**src/rtl/elastic_pipe.sv**
```systemverilog
// elastic_pipe: valid/ready register-slice pipeline with skid buffering, flush and occupancy count
module elastic_pipe #(
  parameter int W      = 8,
  parameter int STAGES = 2,
  parameter int MODE   = 1
) (
  input  logic                            clk_i,
  input  logic                            rst_i,
  input  logic                            flush_i,
  input  logic                            in_valid_i,
  output logic                            in_ready_o,
  input  logic [W-1:0]                    in_data_i,
  output logic                            out_valid_o,
  input  logic                            out_ready_i,
  output logic [W-1:0]                    out_data_o,
  output logic [$clog2(2*STAGES+2)-1:0]   occ_o
);
  localparam int OW = $clog2(2*STAGES+2);
  logic            blk, in_fire, out_fire;
  logic [STAGES:0] v, r;
  logic [W-1:0]    d [STAGES+1];
  logic [OW-1:0]   occ_q, occ_d;
  // reset and flush both freeze both handshakes; a pass-through pipe has nothing to flush
  assign blk         = rst_i | ((STAGES > 0) && flush_i);
  assign v[0]        = in_valid_i & ~blk;
  assign d[0]        = in_data_i;
  assign r[STAGES]   = out_ready_i & ~blk;
  assign in_ready_o  = r[0] & ~blk;
  assign out_valid_o = v[STAGES] & ~blk;
  assign out_data_o  = rst_i ? '0 : d[STAGES];
  assign in_fire     = in_valid_i & in_ready_o;
  assign out_fire    = out_valid_o & out_ready_i;
  assign occ_d       = occ_q + OW'(in_fire) - OW'(out_fire);
  assign occ_o       = occ_q;
  always_ff @(posedge clk_i) begin
    if (rst_i) occ_q <= '0;
    else occ_q <= flush_i ? '0 : occ_d;
  end
  for (genvar k = 0; k < STAGES; k++) begin : g_st
    if (MODE == 0) begin : g_fwd
      logic v_q, v_d;
      logic [W-1:0] d_q, d_d;
      // ready looks through every downstream stage at once, so no chained loop on r
      assign r[k]   = r[STAGES] | ~&v[STAGES:k+1];
      assign v[k+1] = v_q;
      assign d[k+1] = d_q;
      always_comb begin
        v_d = r[k] ? v[k] : v_q;
        d_d = (v[k] & r[k]) ? d[k] : d_q;
      end
      always_ff @(posedge clk_i) begin
        if (rst_i) begin
          v_q <= 1'b0;
          d_q <= '0;
        end else begin
          v_q <= v_d & ~flush_i;
          d_q <= d_d;
        end
      end
    end else begin : g_full
      logic mv_q, mv_d, sv_q, sv_d, acc, pop;
      logic [W-1:0] md_q, md_d, sd_q, sd_d;
      assign acc    = v[k] & ~sv_q;
      assign pop    = mv_q & r[k+1];
      assign r[k]   = ~sv_q;
      assign v[k+1] = mv_q;
      assign d[k+1] = md_q;
      // skid only fills while main is stuck; it drains into main before new input is taken
      always_comb begin
        mv_d = sv_q | acc | (mv_q & ~pop);
        sv_d = sv_q ? ~pop : (acc & mv_q & ~pop);
        md_d = (sv_q & pop) ? sd_q : (acc & (~mv_q | pop)) ? d[k] : md_q;
        sd_d = (acc & mv_q & ~pop) ? d[k] : sd_q;
      end
      always_ff @(posedge clk_i) begin
        if (rst_i) begin
          mv_q <= 1'b0;
          sv_q <= 1'b0;
          md_q <= '0;
          sd_q <= '0;
        end else begin
          mv_q <= mv_d & ~flush_i;
          sv_q <= sv_d & ~flush_i;
          md_q <= md_d;
          sd_q <= sd_d;
        end
      end
    end
  end
endmodule

```
**config.mk**
```make
export PLATFORM = sky130hd
export DESIGN_NAME = elastic_pipe
export DESIGN_NICKNAME = d
export VERILOG_FILES = /design/src/rtl/elastic_pipe.sv
export SDC_FILE = /design/constraint.sdc
export NUM_CORES = 1
export LEC_CHECK = 0
export ABC_AREA = 1
export BUFFER_PORTS_ARGS = -buffer_cell sky130_fd_sc_hd__buf_2
export CORE_UTILIZATION = 50
export CTS_CLUSTER_DIAMETER = 80
export CTS_CLUSTER_SIZE = 12
export DETAILED_ROUTE_END_ITERATION = 7
export GPL_TIMING_DRIVEN = 0
export PLACE_DENSITY = 0.83
export SETUP_SLACK_MARGIN = 0.3
export SLEW_MARGIN = 20
export SYNTH_ARGS = -nofsm -noshare
export SYNTH_HDL_FRONTEND = slang
export SYNTH_SLANG_ARGS = --single-unit
```
**constraint.sdc**
```tcl
create_clock -name clk_i -period 2.06 [get_ports clk_i]
set_input_delay 0.103 -clock clk_i [delete_from_list [all_inputs] [get_ports clk_i]]
set_output_delay 0.103 -clock clk_i [all_outputs]
set_load 0.02 [all_outputs]
```
# == Word-level counts from Yosys, hierarchy flattened ==
# Index checks and enable logic that the tools add are counted.
# Widths: inputs -> output; s select.
# totals
output_inout_bits,13
inputBits,13
reg_bits,39
wordCells,59
# classes
reduce_logical,3
addsub,2
n_mux,7
n_bitwise,38
# ops
operator,count
$mux 8,5
$and 1x1->1,23
$not 1->1,8
$or 1x1->1,7
$reduce_bool 2->1,2
$add 3x1->3,1
$sub 3x1->3,1
$mux 1,2
$reduce_or 2->1,1

# == Logic depth before layout (Yosys ltp) ==
# logic_depth
depth_word,8
mapped_depth,11
mapped_depth_nobuf,11

# == Least setup slack after synthesis ==
# OpenSTA, ideal clock, no wires.
# synth_path
path_kind,flip-flop to flip-flop
start,reg g_st[0].g_full.sv_q
end,reg occ_q[2] (netlist: occ_o[2])
path_buffers,1
stages_incl_launch_ff,11
setup_slack_ns,-0.107
t_arrival_ns,2.097
path_cell_list,dfxtp_1 -> buf_4 -> nor2_1 -> nand2_1 -> ha_1 -> inv_1 -> ha_1 -> inv_1 -> fa_1 -> or2_2 -> a21oi_1
# synth_via
elab_chain_cells,5
# synth_lines
element,line,text
"start, declared",61,"logic mv_q, mv_d, sv_q, sv_d, acc, pop;"
"start signal, assigned",83,sv_q <= sv_d & ~flush_i;
$not 1->1,65,assign r[k] = ~sv_q;
$and 1x1->1,28,assign in_ready_o = r[0] & ~blk;
via in_ready_o,11,"output logic in_ready_o,"
$and 1x1->1,31,assign in_fire = in_valid_i & in_ready_o;
$add 3x1->3,33,assign occ_d = occ_q + OW'(in_fire) - OW'(out_fire);
$sub 3x1->3,33,
"end signal, assigned",37,else occ_q <= flush_i ? '0 : occ_d;
"end, declared",22,"logic [OW-1:0] occ_q, occ_d;"
# The timed path passes the listed nets, and every way through them passes these cells.
# A chain may end at the register's enable or synchronous reset.

# == Worst setup path in the final report ==
# layout_path
start,reg g_st[0].g_full.sv_q
end,reg occ_q[2] (netlist: occ_o[2])
# layout_via
elab_chain_cells,5
# layout_lines
element,line
$not 1->1,65
$and 1x1->1,28
$and 1x1->1,31
$add 3x1->3,33
$sub 3x1->3,33
# No other way between the ends.

==> results.yml <==
run_status:
  status: "completed"
routing:
  antenna_left: 0
  vias: 1631
  wl_um: 3520
  route.detailed.drc: 0
  wl_per_cell_um: 10.2
  via_per_inst: 4.74
  drt_first_pass_iters: 4
  first_iter_violations: 80
synthesis:
  ys_types: 24
  ys_warn_count: 0
  netlist_area_um2: 1820
  netlist_instances: 262
  yosys.area_share.xor_xnor_pct: 0.482
  synth_top_family_by_area: "simple AND/OR/NAND/NOR gates"
  syn_avg_cell_area_um2: 6.93
  synth-compound-area-share_pct: 9.65
  syn_nets: 278
  synth-simple-area-share_pct: 36.9
  synth_fa_ha_area_share_pct: 2.48
  ys_seq_area_share_pct: 43.0
  synth_seq_cells: 39
  synth.mux.area_fraction_pct: 0
clock_network:
  cts.sinks: 39
  clockBufferDepth: 2
  htreeDepth: 2
  hold_buffers: 0
  path_clk_slew_ns: 0.11
  cts_root_buf: "clkbuf_4"
  clk_latency_ns: 0.33
  cts_buffers: 5
  cts_tree: "done"
floorplanning:
  start_util_pct: 53.2
  core_area_um2: 3420
  rows: 21
  ios: 26
  die_w_um: 62.3
  dieArea_um2: 3880
  die_y_um: 62.3
critical_path:
  cp-end-kind: "flip-flop"
  arrival_ns: 2.12
  cp_common_cell: "ha_4"
  startpoint_type: "flip-flop"
  crit_required_ns: 2.34
  crit_slowest_cell: "fa_2"
  critPathMaxStageDelay_ns: 0.37
  crit_chain: "buf_6 > nor2_4 > nand2_2 > ha_4 > inv_4 > ha_4 > inv_2 > fa_2 > or2_4 > a21oi_2"
  path_class: "flip-flop to flip-flop"
  r2r_end: "occ_o[2]"
  r2r_slack_ns: 0.21
  crit_fanout: 2
  r2r-start: "g_st[0].g_full.sv_q"
  r2r_cells: 10
sta:
  maxSlewViolCount: 0
  timing.final.crit_share_pct: 89.6
  max_freq_ghz: 0.542
  hold_ws_ns: 0.0288
  grt_setup_unrepaired: "yes"
  fin_ws_ns: 0.215
  worst_pin_slew_ns: 0.429
  finalHoldViolCount: 0
  period_minus_slack_ns: 1.85
  setup_tns_ns: 0
  setup_violations: 0
  worst_clock_skew_ns: 0.00724
  slew_headroom_pct: 71.4
hold_path:
  holdPathStages: 3
  worst_hold_path_type: "primary input to flip-flop"
  min_to: "g_st[0].g_full.sd_q[0]"
  min_from: "in_data_i[0]"
placed_design:
  dp_cells: 333
  port_buffers: 25
  dp_hpwl_um: 2570
  pre_cts_ws_ns: 0.00757
  dpl_cell_area_um2: 2020
  gp_congestion: 0.791
finish:
  multi_input_area_um2: 948
  mostFrequentLayoutCells: "nand2_1 (68), nor2_1 (55), dfxtp_1 (37)"
  final_common_cell: "nand2_1"
  seq_area_um2: 786
  final_nets: 313
  fillCellCount: 323
  n_antenna_cell: 0
  postLayoutCoreUtil_pct: 63.0
  layout-drive-gt1-share_pct: 21.1
  syn2layout_area_growth_pct: 18.5
  stdcell_count: 344
  design_area_um2: 2150
run:
  maxCapViolations: 0
power:
  power.leakage_nw: 1.02
  power_mw: 1.32
  ir_worst_vdd_v: 0.000446
  powerDensity_nw_per_um2: 615
global_route:
  grt_first_pass_wirelength_um: 6450
  grt_pass1_vias: 1489
  grt_util_all_layers_pct: 20.4
  grt-ovfl-total: 0
  grt_max_degree: 12
  grt_antenna_before_repair: 0
-- power by group --
part | internal [mW] | switching (mW) | total, mW
logic | 0.0421 | 0.0660 | 0.108
registers | 0.766 | 0.00871 | 0.774
clock network | 0.201 | 0.240 | 0.441
total | 1.01 | 0.314 | 1.32
-- sequential cells by signal, summed over array words and instances (netlist names) --
name	cells
g_st.g_full.sd_q	16
occ_o	3
g_st.g_full.mv_q	2
g_st.g_full.sv_q	2
g_st.g_full.md_q	16
-- synth_stat cells --
master	n	area [um^2]
nand2_1	69	259
nor2_1	56	210
dfxtp_1	39	781
inv_1	22	82.6
o21ai_0	20	100
nand3_1	15	75.1
a21oi_1	8	40.0
nand3b_1	8	60.1
buf_2	3	15.0
clkbuf_1	3	11.3
buf_4	2	15.0
ha_1	2	25.0
inv_2	2	7.51
nand2_2	2	12.5
nor2_4	2	22.5
a21boi_4	1	18.8
a21oi_4	1	16.3
clkinv_1	1	3.75
fa_1	1	20.0
nand4_1	1	6.26
nand4_2	1	12.5
nor2_2	1	6.26
or2_2	1	6.26
xnor2_1	1	8.76
-- per-layer routing --
layer  track usage [%]  part of all wire [%]  wire [um]  up-vias
li1                  -                     -          -      890
met2              34.8                    47       1640       38
met3              4.78                   5.0        177        4
met5                 0                     0          0        -
met1              25.7                    48       1670      699
met4              5.81                  0.71         25        0
-- worst max-delay path: cells and delay by family, from the launching register on --
kind / cells / cell delay, ns
adder cells (fa/ha/maj): 3 / 0.70
AND/OR/NAND/NOR: 3 / 0.43
flip-flops: 1 / 0.33
buffers and inverters: 3 / 0.20
AO/OA/AOI/OAI: 1 / 0.12
-- layout make-up --
type                            instances  share of cell area, %
Inverter                               25                   4.54
Multi-Input combinational cell        190                   44.1
Timing Repair Buffer                   28                   6.86
Sequential cell                        39                   36.5
Tap cell                               46                   2.68
Clock buffer                            8                   3.20
Buffer                                  8                   2.09
-- worst max-delay path by stage --
stage,startpoint,end,cells past startpoint
2_1_floorplan,g_st[0].g_full.sv_q,occ_o[2],10
3_3_place_gp,flush_i,occ_o[2],12
3_5_place_dp,flush_i,occ_o[2],12
4_1_cts,g_st[0].g_full.sv_q,occ_o[2],10
5_1_grt,g_st[0].g_full.sv_q,occ_o[2],10
6_report,g_st[0].g_full.sv_q,occ_o[2],10
-- cell families after synthesis --
logic type,Yosys count
xor gates and xnor gates,1
buffers and inverters,33
and+or+nand+nor,156
DFF,39
adders and majority gates,3
AOI/OAI and AO/OA,30
-- what timing repair did --
action,CTS,global route
buffers inserted,3,0
endpoints found under the setup margin,2,2
resized for setup,3,9
pin swaps,4,5
Note: power is estimated with default switching activity, not from simulation.
